==> src/rtl/sram_controller_if.sv <==
// Bus bundle between the MEM stage, the SRAM controller and the SRAM pins.
// slave: controller side; master: core/SRAM environment side.
interface sram_controller_if;
   logic        wr_en;
   logic        rd_en;
   logic [31:0] address;
   logic [31:0] write_data;
   logic [31:0] read_data;
   logic        ready;
   logic [17:0] sram_addr;
   logic [15:0] sram_dq_out;
   logic [15:0] sram_dq_in;
   logic        sram_dq_oe;
   logic        sram_we_n;

   modport slave (
      input  wr_en, rd_en, address, write_data, sram_dq_in,
      output read_data, ready, sram_addr, sram_dq_out,
      output sram_dq_oe, sram_we_n
   );

   modport master (
      output wr_en, rd_en, address, write_data, sram_dq_in,
      input  read_data, ready, sram_addr, sram_dq_out,
      input  sram_dq_oe, sram_we_n
   );
endinterface

==> src/rtl/sram_controller.sv <==
// Splits 32-bit MEM-stage accesses into two 16-bit SRAM phases, stalling via ready.
// Optional macro SRAM_ADDR_OFFSET_EN: subtract 1024 from the byte address.
module sram_controller #(
   parameter int WAIT_CYCLES = 2
) (
   input logic              clk,
   input logic              rst,
   sram_controller_if.slave bus
);

   localparam int CW = $clog2(WAIT_CYCLES + 1);
   localparam logic [CW-1:0] LAST = CW'(WAIT_CYCLES - 1);

   localparam logic [2:0] IDLE  = 3'd0;
   localparam logic [2:0] RD_LO = 3'd1;
   localparam logic [2:0] RD_HI = 3'd2;
   localparam logic [2:0] WR_LO = 3'd3;
   localparam logic [2:0] WR_HI = 3'd4;
   localparam logic [2:0] DONE  = 3'd5;

   logic [2:0]    state_q, state_d;
   logic [CW-1:0] cnt_q, cnt_d;
   logic [16:0]   word_q, word_d;
   logic [31:0]   wdata_q, wdata_d;
   logic [31:0]   rdata_q, rdata_d;
   logic [31:0]   addr_eff;
   logic          last;
   logic          is_wr;
   logic          is_hi;
   logic          in_phase;
   logic          unused_addr;

`ifdef SRAM_ADDR_OFFSET_EN
   assign addr_eff = bus.address - 32'd1024;
`else
   assign addr_eff = bus.address;
`endif

   assign unused_addr = ^{addr_eff[31:19], addr_eff[1:0]};
   assign last        = (cnt_q == LAST);

   // Next-state, wait counter, request latching and read capture.
   always_comb begin
      state_d = state_q;
      cnt_d   = cnt_q + CW'(1);
      word_d  = word_q;
      wdata_d = wdata_q;
      rdata_d = rdata_q;
      case (state_q)
         IDLE: begin
            cnt_d = '0;
            if (bus.wr_en) begin
               word_d  = addr_eff[18:2];
               wdata_d = bus.write_data;
               state_d = WR_LO;
            end else if (bus.rd_en) begin
               word_d  = addr_eff[18:2];
               state_d = RD_LO;
            end
         end
         RD_LO: begin
            if (last) begin
               rdata_d[15:0] = bus.sram_dq_in;
               state_d       = RD_HI;
               cnt_d         = '0;
            end
         end
         RD_HI: begin
            if (last) begin
               rdata_d[31:16] = bus.sram_dq_in;
               state_d        = DONE;
               cnt_d          = '0;
            end
         end
         WR_LO: begin
            if (last) begin
               state_d = WR_HI;
               cnt_d   = '0;
            end
         end
         WR_HI: begin
            if (last) begin
               state_d = DONE;
               cnt_d   = '0;
            end
         end
         DONE: begin
            state_d = IDLE;
            cnt_d   = '0;
         end
         default: begin
            state_d = IDLE;
            cnt_d   = '0;
         end
      endcase
   end

   // State registers; reset aborts any transaction in flight.
   always_ff @(posedge clk or posedge rst) begin
      if (rst) begin
         state_q <= IDLE;
         cnt_q   <= '0;
         word_q  <= '0;
         wdata_q <= '0;
         rdata_q <= '0;
      end else begin
         state_q <= state_d;
         cnt_q   <= cnt_d;
         word_q  <= word_d;
         wdata_q <= wdata_d;
         rdata_q <= rdata_d;
      end
   end

   // SRAM pin decode straight from state so reset releases the bus at once.
   always_comb begin
      is_wr    = (state_q == WR_LO) || (state_q == WR_HI);
      is_hi    = (state_q == RD_HI) || (state_q == WR_HI);
      in_phase = is_wr || (state_q == RD_LO) || (state_q == RD_HI);
      bus.sram_addr   = in_phase ? {word_q, is_hi} : '0;
      bus.sram_dq_oe  = is_wr;
      bus.sram_we_n   = ~is_wr;
      bus.sram_dq_out = '0;
      if (state_q == WR_LO) bus.sram_dq_out = wdata_q[15:0];
      if (state_q == WR_HI) bus.sram_dq_out = wdata_q[31:16];
      bus.read_data   = rdata_q;
      bus.ready       = ~(bus.rd_en | bus.wr_en) | (state_q == DONE);
   end

endmodule

==> src/flat_wrapper.sv <==
// flat-port wrapper written by rule: the top's interface ports become plain ports
module sram_controller_flat 
#(
   parameter int WAIT_CYCLES = 2
)
  (clk, rst, bus_wr_en, bus_rd_en, bus_address, bus_write_data, bus_sram_dq_in, bus_read_data, bus_ready, bus_sram_addr, bus_sram_dq_out, bus_sram_dq_oe, bus_sram_we_n);
  sram_controller_if bus_i ();
  input logic clk;
  input logic rst;
  input wire logic [$bits(bus_i.wr_en)-1:0] bus_wr_en;
  input wire logic [$bits(bus_i.rd_en)-1:0] bus_rd_en;
  input wire logic [$bits(bus_i.address)-1:0] bus_address;
  input wire logic [$bits(bus_i.write_data)-1:0] bus_write_data;
  input wire logic [$bits(bus_i.sram_dq_in)-1:0] bus_sram_dq_in;
  output wire logic [$bits(bus_i.read_data)-1:0] bus_read_data;
  output wire logic [$bits(bus_i.ready)-1:0] bus_ready;
  output wire logic [$bits(bus_i.sram_addr)-1:0] bus_sram_addr;
  output wire logic [$bits(bus_i.sram_dq_out)-1:0] bus_sram_dq_out;
  output wire logic [$bits(bus_i.sram_dq_oe)-1:0] bus_sram_dq_oe;
  output wire logic [$bits(bus_i.sram_we_n)-1:0] bus_sram_we_n;
  assign bus_i.wr_en = bus_wr_en;
  assign bus_i.rd_en = bus_rd_en;
  assign bus_i.address = bus_address;
  assign bus_i.write_data = bus_write_data;
  assign bus_i.sram_dq_in = bus_sram_dq_in;
  assign bus_read_data = bus_i.read_data;
  assign bus_ready = bus_i.ready;
  assign bus_sram_addr = bus_i.sram_addr;
  assign bus_sram_dq_out = bus_i.sram_dq_out;
  assign bus_sram_dq_oe = bus_i.sram_dq_oe;
  assign bus_sram_we_n = bus_i.sram_we_n;
  sram_controller #(.WAIT_CYCLES(WAIT_CYCLES)) u_core (.clk(clk), .rst(rst), .bus(bus_i));
endmodule
==> config.mk <==
export PLATFORM = sky130hd
export DESIGN_NAME = sram_controller_flat
export DESIGN_NICKNAME = d
export VERILOG_FILES = /design/src/rtl/sram_controller_if.sv /design/src/rtl/sram_controller.sv /design/src/flat_wrapper.sv
export SDC_FILE = /design/constraint.sdc
export NUM_CORES = 1
export LEC_CHECK = 0
export ABC_AREA = 1
export BUFFER_PORTS_ARGS = -buffer_cell sky130_fd_sc_hd__buf_4
export CORE_ASPECT_RATIO = 0.7
export CORE_UTILIZATION = 45
export CTS_BUF_LIST = sky130_fd_sc_hd__clkbuf_8
export DETAILED_ROUTE_END_ITERATION = 12
export PLACE_DENSITY_LB_ADDON = 0.15
export SYNTH_ARGS = -nofsm -noshare
export SYNTH_HDL_FRONTEND = slang
export SYNTH_SLANG_ARGS = --single-unit
==> constraint.sdc <==
create_clock -name clk -period 8.3 [get_ports clk]
set_clock_uncertainty 0.2 [all_clocks]
set_input_delay 1.245 -clock clk [delete_from_list [all_inputs] [get_ports clk]]
set_output_delay 1.245 -clock clk [all_outputs]
set_load 0.02 [all_outputs]
==> results.rst, run 1 <==
.. list-table::
   :header-rows: 1

   * - Metric
     - Value
   * - Status
     - finished, final reports clean
   * - Unrepaired setup endpoints after global routing
     - false
   * - Register area share after synthesis
     - 0.586
   * - Stage delay of the slowest cell on the critical path
     - between 0.7 and 0.8 ns
   * - Headroom to the max-slew limit
     - 0.190
   * - Highest clock rate
     - 254 MHz
   * - Effective utilization at floorplan
     - 0.466
   * - Critical path's top delay family
     - simple AND/OR/NAND/NOR gates
   * - Synth warn
     - 0
   * - Maximum number of pins on one net before global-route repair
     - 87
   * - Mean routed wirelength per cell
     - ~12 um
   * - Pwr dens
     - 399 nW/um2
   * - Largest driver fanout on the critical path
     - 36
   * - Multiplexer share of the synthesized area
     - 0
   * - Filler-free cell count of the finished design
     - 651
   * - Leakage
     - between 2 and 3 nW
   * - Slowest stage cell on the critical path
     - sky130_fd_sc_hd__nand2_1
   * - Number of DRC violations after detailed-routing iteration 0
     - 169
   * - Cells after synthesis
     - approximately 420
   * - Complex-gate fraction of the synthesized area
     - 0.185
   * - CTS H-tree lvls
     - 3
   * - Post-detailed-routing wire length
     - 8000 um
   * - Overall via count from detail_route
     - 3116
   * - Via count of the first global-routing pass
     - 2987
   * - Port-buffer cells
     - 137
   * - Horizontal die dimension
     - 110 um
   * - Proportion of power drawn by combinational gates
     - 0.501
   * - Total net switching power
     - 0.840 mW
   * - Initial antenna violation count
     - 0
   * - Max-capacitance violation count
     - 0
   * - Syn nets
     - 500
   * - XOR/XNOR Fraction of Synth Area
     - 0
   * - Pre-CTS setup slack
     - 4.82 ns
   * - Fraction of the cycle the final worst path needs
     - 0.475
   * - Commonest cells after routing, fill and taps aside
     - 141 x sky130_fd_sc_hd__buf_4, 86 x sky130_fd_sc_hd__dfrtp_1, 71 x sky130_fd_sc_hd__inv_1
   * - Core Area
     - 7870 um2
   * - Worst slew pin tran
     - roughly 1.2 ns
   * - Maximum root-to-sink buffer count
     - 2
   * - Number of iterations in the first detailed-routing pass
     - 6
   * - Number of hold-repair buffers added at the cts stage
     - 0
   * - Placement row count
     - 27
   * - Simple-gate share of the synthesized area
     - 0.120
   * - Number of antenna diodes
     - 0
   * - Slack of the critical path
     - 4.36 ns
   * - Number of top-level pins
     - about 150
   * - Synthesized area
     - 3670 um2
   * - Most common cell after layout, fill and taps aside
     - sky130_fd_sc_hd__buf_4
   * - Sequential cell fraction of total power
     - 0.363
   * - Number of buffers created by CTS
     - 9
   * - Total overflow reported by the global router
     - 0
   * - Total of endpoints with negative setup slack in the final report
     - 0
   * - Minimum clock period after layout
     - 3.94 ns
   * - Die outline height
     - 77.6 um
   * - Clock Pin Slew Worst Setup and Hold Paths
     - 0.08 ns
   * - Fraction of layout cells with a size suffix above 1
     - 0.305
   * - Fraction of power spent switching nets
     - 0.427
   * - Area added between synthesis and finish
     - 34.2%
   * - Post-cts resize count
     - 0
   * - Post-CTS repair timing setup buffer count
     - 0
   * - Final weighted congestion in routability-driven placement
     - 0.820
   * - Cell at the root of the clock tree
     - sky130_fd_sc_hd__clkbuf_8
   * - Critical path cell sequence
     - nor2_4 -> nand2_1 -> a21boi_0 -> buf_4
   * - Required time at the worst-slack endpoint
     - 6.86 ns
   * - Count of final max-slew check failures
     - 0
   * - Final hold violations
     - 0
   * - Flip-flop and latch count after synthesis
     - 86
   * - TritonCTS sink count
     - 86
   * - First-pass GRT wire length
     - around 13000 um
   * - Worst hold path type
     - reg2reg
   * - Post-layout nets
     - 629
   * - Setup Crit Path Kind
     - reg2out
   * - Remaining routing DRC violations
     - 0
   * - Final TNS setup
     - 0 ns
   * - Largest vdd supply drop
     - 0.000198 V
   * - Clock tree from TritonCTS
     - done
   * - Antenna-violating nets left
     - 0
   * - Internal power of the cells
     - roughly 1.1 mW
   * - Arithmetic-cell share of the synthesized area counting full adders, half adders and majority gates
     - 0
   * - Floorplan die area
     - 8530 um2
   * - Mean area per synthesized cell
     - 8.82 um2
   * - CP Launch Type
     - register
   * - Unique cell type count in the Yosys netlist
     - 20
   * - Worst path bufs/invs
     - 1
   * - Latest clock arrival within the worst-skew pair
     - about 0.35 ns
   * - Dominant combinational cell family by area after synthesis
     - compound AO/OA/AOI/OAI gates
   * - Post-Place Cells
     - between 600 and 700
   * - Half-perimeter wire length of the detailed placement result
     - approximately 5500 um
   * - Overall fraction of global-route tracks in use
     - 0.200
   * - Kind of end point of the critical path
     - primary output
   * - Part of the power in the clock network
     - 0.136
   * - Via density per instance
     - ~4.8
   * - Worst Path Arrival
     - 2.50 ns
worst register-to-register path: stages, from the launching register on:
cell	delay (ns)
sky130_fd_sc_hd__dfrtp_1	0.48
sky130_fd_sc_hd__nor2_4	0.20
sky130_fd_sc_hd__nand2_1	0.72
sky130_fd_sc_hd__a21oi_1	0.41
sky130_fd_sc_hd__and2_1	0.16
state kept, by name, summed over array words and instances, names as in the netlist:
signal,count
u_core.wdata_q,32
u_core.state_q,3
u_core.bus.read_data,32
u_core.word_q,17
u_core.cnt_q,2
per-stage QoR:
stage	area, um2	hold WS (ns)	util	power, mW
final	4920	0.237	0.626	1.97
after global routing	4920	0.263	0.626	2.12
after CTS	4920	0.244	0.626	1.99
after detailed placement	4740	0.232	0.603	1.72
after global placement	4740	0.219	0.603	1.69
after floorplan	3670	0.208	-	1.33
logic make-up after synthesis:
family	Yosys count
compound gates	123
flops	86
buf+inv	98
simple gates	109
synthesized netlist by cell type, drive strengths merged:
| library cell | n | area [um2] |
|---|---|---|
| nand3 | 4 | 20.0 |
| o22ai | 15 | 93.8 |
| buf | 19 | 103 |
| dfrtp | 86 | 2150 |
| clkbuf | 4 | 15.0 |
| o21ai | 55 | 275 |
| nand2 | 67 | 256 |
| inv | 75 | 282 |
| nand4 | 1 | 6.26 |
| a22oi | 1 | 7.51 |
| a21oi | 35 | 175 |
| and2 | 1 | 6.26 |
| a21boi | 17 | 128 |
| nor2 | 36 | 150 |
cell type report:
class	instances	area, um2
Sequential cell	86	2150
Inverter	75	283
Tap cell	101	126
Multi-Input combinational cell	232	1120
Clock buffer	10	138
Timing Repair Buffer	141	1060
Clock inverter	6	43.8
Fill cell	707	2950
power by group through the flow:
stage	sequential [mW]	combinational, mW	clock [mW]
floorplan	0.796	0.537	0
CTS	0.714	0.997	0.278
global placement	0.711	0.974	0
global route	0.736	1.09	0.295
finish	0.714	0.986	0.267
detailed placement	0.722	0.995	0
metal layers:
metal	global-route usage	wire length (um)	part of all wire	vias up
met3	0.0723	642	0.080	13
met4	0.0707	114	0.014	0
met5	0	0	0	-
li1	-	-	-	1573
met2	0.318	3570	0.45	108
met1	0.251	3680	0.46	1422
path summary, 6_finish.rpt:
check                             startpoint                 end  slack (ns)  depth (start not counted)
max in group asynchronous                rst   u_core.state_q[2]        6.18                          3
setup / recovery           u_core.state_q[0]    bus_sram_addr[6]        4.36                          4
min in group asynchronous                rst  u_core.wdata_q[26]        1.02                          3
hold / removal               u_core.cnt_q[0]     u_core.cnt_q[0]        0.24                          1
setup reg to reg           u_core.state_q[0]     u_core.cnt_q[1]        6.08                          4
hold reg to reg              u_core.cnt_q[0]     u_core.cnt_q[0]        0.24                          1
(Power assumes the default switching activity.)
==> run 2, diff against run 1 <==
ABC_AREA = 0   (was 1)
clock period = 3.97 ns   (was 8.3 ns; I/O delays follow)
==> run 2 against run 1 <==
Non-clock buffer count is 1 higher. Flip-flop and latch count stayed put. Synthesized cell count is 41% lower. Register-to-register slack worse by 4.4 ns. Die area is 1.2% lower. Worst hold slack worse by 0.091 ns. Core utilization is 2.5 points higher. Critical path depth is 1 higher. Sequential power is 120% higher. Critical path type unchanged.
==> results.rst, run 2 <==
.. list-table::
   :header-rows: 1

   * - Metric
     - Value
   * - Part of the power in the clock network
     - 0.126
   * - Top_reg_cell synth
     - sky130_fd_sc_hd__dfrtp_1
   * - Post-cts resize count
     - 0
   * - Remaining routing DRC violations
     - 0
   * - Design area
     - 4910 um2
   * - Slack of the critical path
     - approximately 1.3 ns
   * - Via count of the first global-routing pass
     - 2609
   * - Syn nets
     - 329
   * - Worst slew pin tran
     - 1.12 ns
   * - Proportion of netlist area held by the largest area contributor
     - 0.594
   * - Register area share after synthesis
     - 0.594
   * - Core Area
     - 7550 um2
   * - Number of buffers created by CTS
     - 9
   * - Maximum number of pins on one net before global-route repair
     - 45
   * - Fraction of layout cells with a size suffix above 1
     - 0.614
   * - Cell type contributing the most total cell area after synthesis
     - sky130_fd_sc_hd__dfrtp_1
   * - Post-detailed-routing wire length
     - 7590 um
   * - Total net switching power
     - roughly 1.6 mW
   * - Port-buffer cells
     - 137
   * - Maximum root-to-sink buffer count
     - 2
   * - Commonest cells after routing, fill and taps aside
     - 142 x sky130_fd_sc_hd__buf_4, 86 x sky130_fd_sc_hd__dfrtp_1, 70 x sky130_fd_sc_hd__mux2_2
   * - Number of antenna diodes
     - 0
   * - Slowest stage cell on the critical path
     - sky130_fd_sc_hd__dfrtp_1
   * - Status
     - finished, final reports clean
   * - Synth warn
     - 0
   * - Highest clock rate
     - 381 MHz
   * - Critical path cell sequence
     - nand2b_1 -> nor2_1 -> buf_4 -> or2_2 -> buf_4
   * - Required time at the worst-slack endpoint
     - 3.17 ns
   * - Fraction of the cycle the final worst path needs
     - 0.662
   * - Initial antenna violation count
     - 0
   * - Max-capacitance violation count
     - 0
   * - Number of top-level pins
     - 153
   * - Most common cell after layout, fill and taps aside
     - sky130_fd_sc_hd__buf_4
   * - Most frequent cell after synthesis
     - sky130_fd_sc_hd__dfrtp_1
   * - Setup Crit Path Kind
     - reg2out
   * - Effective utilization at floorplan
     - 0.480
   * - Total power
     - 4.39 mW
   * - Beginning of the critical path
     - u_core.state_q[1]
   * - Stage delay of the slowest cell on the critical path
     - 0.54 ns
   * - Post-layout nets
     - between 400 and 500
   * - Cells after synthesis
     - 245
   * - Final TNS setup
     - 0 ns
   * - Critical path's most frequent cell
     - sky130_fd_sc_hd__buf_4
   * - Worst Path Arrival
     - 1.83 ns
   * - Proportion of power drawn by combinational gates
     - 0.513
   * - Overall via count from detail_route
     - 2439
   * - Pwr dens
     - just under 900 nW/um2
   * - Floorplan die area
     - 8420 um2
   * - Post-CTS repair timing setup buffer count
     - 0
   * - Pre-CTS setup slack
     - about 1.6 ns
   * - TritonCTS sink count
     - 86
   * - Mean area per synthesized cell
     - 14.8 um2
   * - Unique cell type count in the Yosys netlist
     - 27
   * - Most common library cells after synthesis
     - 86 x sky130_fd_sc_hd__dfrtp_1, 70 x sky130_fd_sc_hd__mux2_2, 17 x sky130_fd_sc_hd__and2_1
   * - Clock tree from TritonCTS
     - done
   * - Total of endpoints with negative setup slack in the final report
     - 0
   * - Unrepaired setup endpoints after global routing
     - false
   * - Capture point of the worst path
     - bus_sram_dq_oe
   * - First-pass GRT wire length
     - 12400 um
   * - Total overflow reported by the global router
     - 0
   * - Fraction of power spent switching nets
     - 0.368
   * - Sequential cell fraction of total power
     - 0.361
   * - Count of final max-slew check failures
     - 0
   * - Via density per instance
     - 5.01
   * - Half-perimeter wire length of the detailed placement result
     - ~5300 um
   * - Largest vdd supply drop
     - between 0.0004 and 0.0005 V
   * - Final weighted congestion in routability-driven placement
     - 0.816
   * - R2r worst-path depth
     - 3
   * - Antenna-violating nets left
     - 0
   * - Mean routed wirelength per cell
     - approximately 16 um
   * - FFs w/ async S/R, synth
     - 1.00
   * - Placed standard-cell area
     - 4730 um2
   * - Overall fraction of global-route tracks in use
     - 0.196
   * - Latest clock arrival within the worst-skew pair
     - 0.35 ns
   * - Endpoint of the worst register-to-register path
     - u_core.bus.read_data[31]
   * - CP Launch Type
     - register
   * - Number of hold-repair buffers added at the cts stage
     - 0
   * - Register-to-register setup slack
     - 1.66 ns
   * - Clock Pin Slew Worst Setup and Hold Paths
     - approximately 0.080 ns
   * - Count of flip-flops with a built-in enable after synthesis
     - 0
   * - Synthesized area
     - 3620 um2
   * - Startpoint of the worst register-to-register path
     - u_core.cnt_q[0]
   * - Final hold violations
     - 0
   * - CTS H-tree lvls
     - 3
   * - Die outline height
     - 77.1 um
   * - Internal power of the cells
     - 2.77 mW
   * - Number of iterations in the first detailed-routing pass
     - 4
   * - Minimum clock period after layout
     - 2.63 ns
   * - Flip-flop and latch count after synthesis
     - 86
   * - Cell types occupying the most area after synthesis
     - sky130_fd_sc_hd__dfrtp_1 59%, sky130_fd_sc_hd__mux2_2 22%, sky130_fd_sc_hd__mux2_4 4.1%
   * - Cell at the root of the clock tree
     - sky130_fd_sc_hd__clkbuf_8
   * - Leakage
     - roughly 2.4 nW
   * - Headroom to the max-slew limit
     - 0.247
   * - Placement row count
     - 26
   * - Horizontal die dimension
     - about 110 um
   * - Largest driver fanout on the critical path
     - 18
   * - Number of DRC violations after detailed-routing iteration 0
     - 105
   * - Area added between synthesis and finish
     - 35.5%
   * - Worst hold path type
     - in2async
   * - Kind of end point of the critical path
     - primary output
-- run 2: changes by cell type in the layout (fill, tap and decap cells not counted), moves of 17 or more --
cell | before | now
sky130_fd_sc_hd__inv_1 | 71 | 5
sky130_fd_sc_hd__o21ai_1 | 21 | 0
sky130_fd_sc_hd__a21oi_1 | 35 | 2
sky130_fd_sc_hd__a21boi_0 | 17 | 0
sky130_fd_sc_hd__nand2_1 | 65 | 2
sky130_fd_sc_hd__nor2_1 | 32 | 7
sky130_fd_sc_hd__mux2_2 | 0 | 70
sky130_fd_sc_hd__o21ai_0 | 34 | 1
-- run 2: area by class of cell --
class	count	area (um2)
Clock buffer	12	165
Clock inverter	4	15.0
Fill cell	588	2640
Inverter	3	12.5
Multi-Input combinational cell	142	1380
Sequential cell	86	2150
Tap cell	98	123
Timing Repair Buffer	142	1070
-- run 2: how the worst min path moves through the flow --
stage / from / end / slack, ns / cells past startpoint
2_1_floorplan: u_core.cnt_q[0] / u_core.cnt_q[0] / 0.23 / 1
3_3_place_gp: u_core.cnt_q[0] / u_core.cnt_q[0] / 0.25 / 1
3_5_place_dp: u_core.cnt_q[0] / u_core.cnt_q[0] / 0.26 / 1
4_1_cts: rst / u_core.wdata_q[12] / 0.16 / 2
5_1_grt: rst / u_core.wdata_q[12] / 0.19 / 2
6_report: rst / u_core.bus.read_data[23] / 0.15 / 2
-- run 2: worst max-delay path: cells and delay by family (launching register included) --
family	cells	cell delay [ns]
AND/OR/NAND/NOR	3	0.56
buffers and inverters	2	0.38
flip-flops	1	0.54
-- run 2: power groups by stage --
stage	Combinational, mW	Clock (mW)	Sequential [mW]
4_1_cts	2.29	0.576	1.59
6_report	2.25	0.555	1.58
3_5_place_dp	2.28	0	1.60
2_1_floorplan	1.30	0	1.72
5_1_grt	2.43	0.606	1.65
3_3_place_gp	2.24	0	1.57
-- run 2: routing by layer --
| layer | GRT usage | vias to the layer above | part of all wire |
|---|---|---|---|
| met5 | 0 | - | 0 |
| li1 | - | 1145 | - |
| met1 | 0.236 | 1197 | 0.43 |
| met2 | 0.313 | 88 | 0.47 |
| met4 | 0.0640 | 0 | 0.013 |
| met3 | 0.0859 | 9 | 0.091 |
-- run 2: kinds of logic (layout without fill, tap and decap cells) --
group	Yosys count	in the layout	synth area share
flip-flops	86	86	0.594
multiplexers	81	81	0.262
AND/OR/NAND/NOR	37	37	0.0639
AO/OA/AOI/OAI	23	23	0.0514
buffers and inverters	17	161	0.0262
XOR/XNOR	1	1	0.00242
-- run 2: stage by stage --
step,cells,hold WS (ns),utilization
CTS,487,0.158,0.651
floorplan,245,0.232,-
finish,487,0.147,0.651
global placement,471,0.249,0.627
global route,487,0.193,0.651
detailed placement,471,0.256,0.627
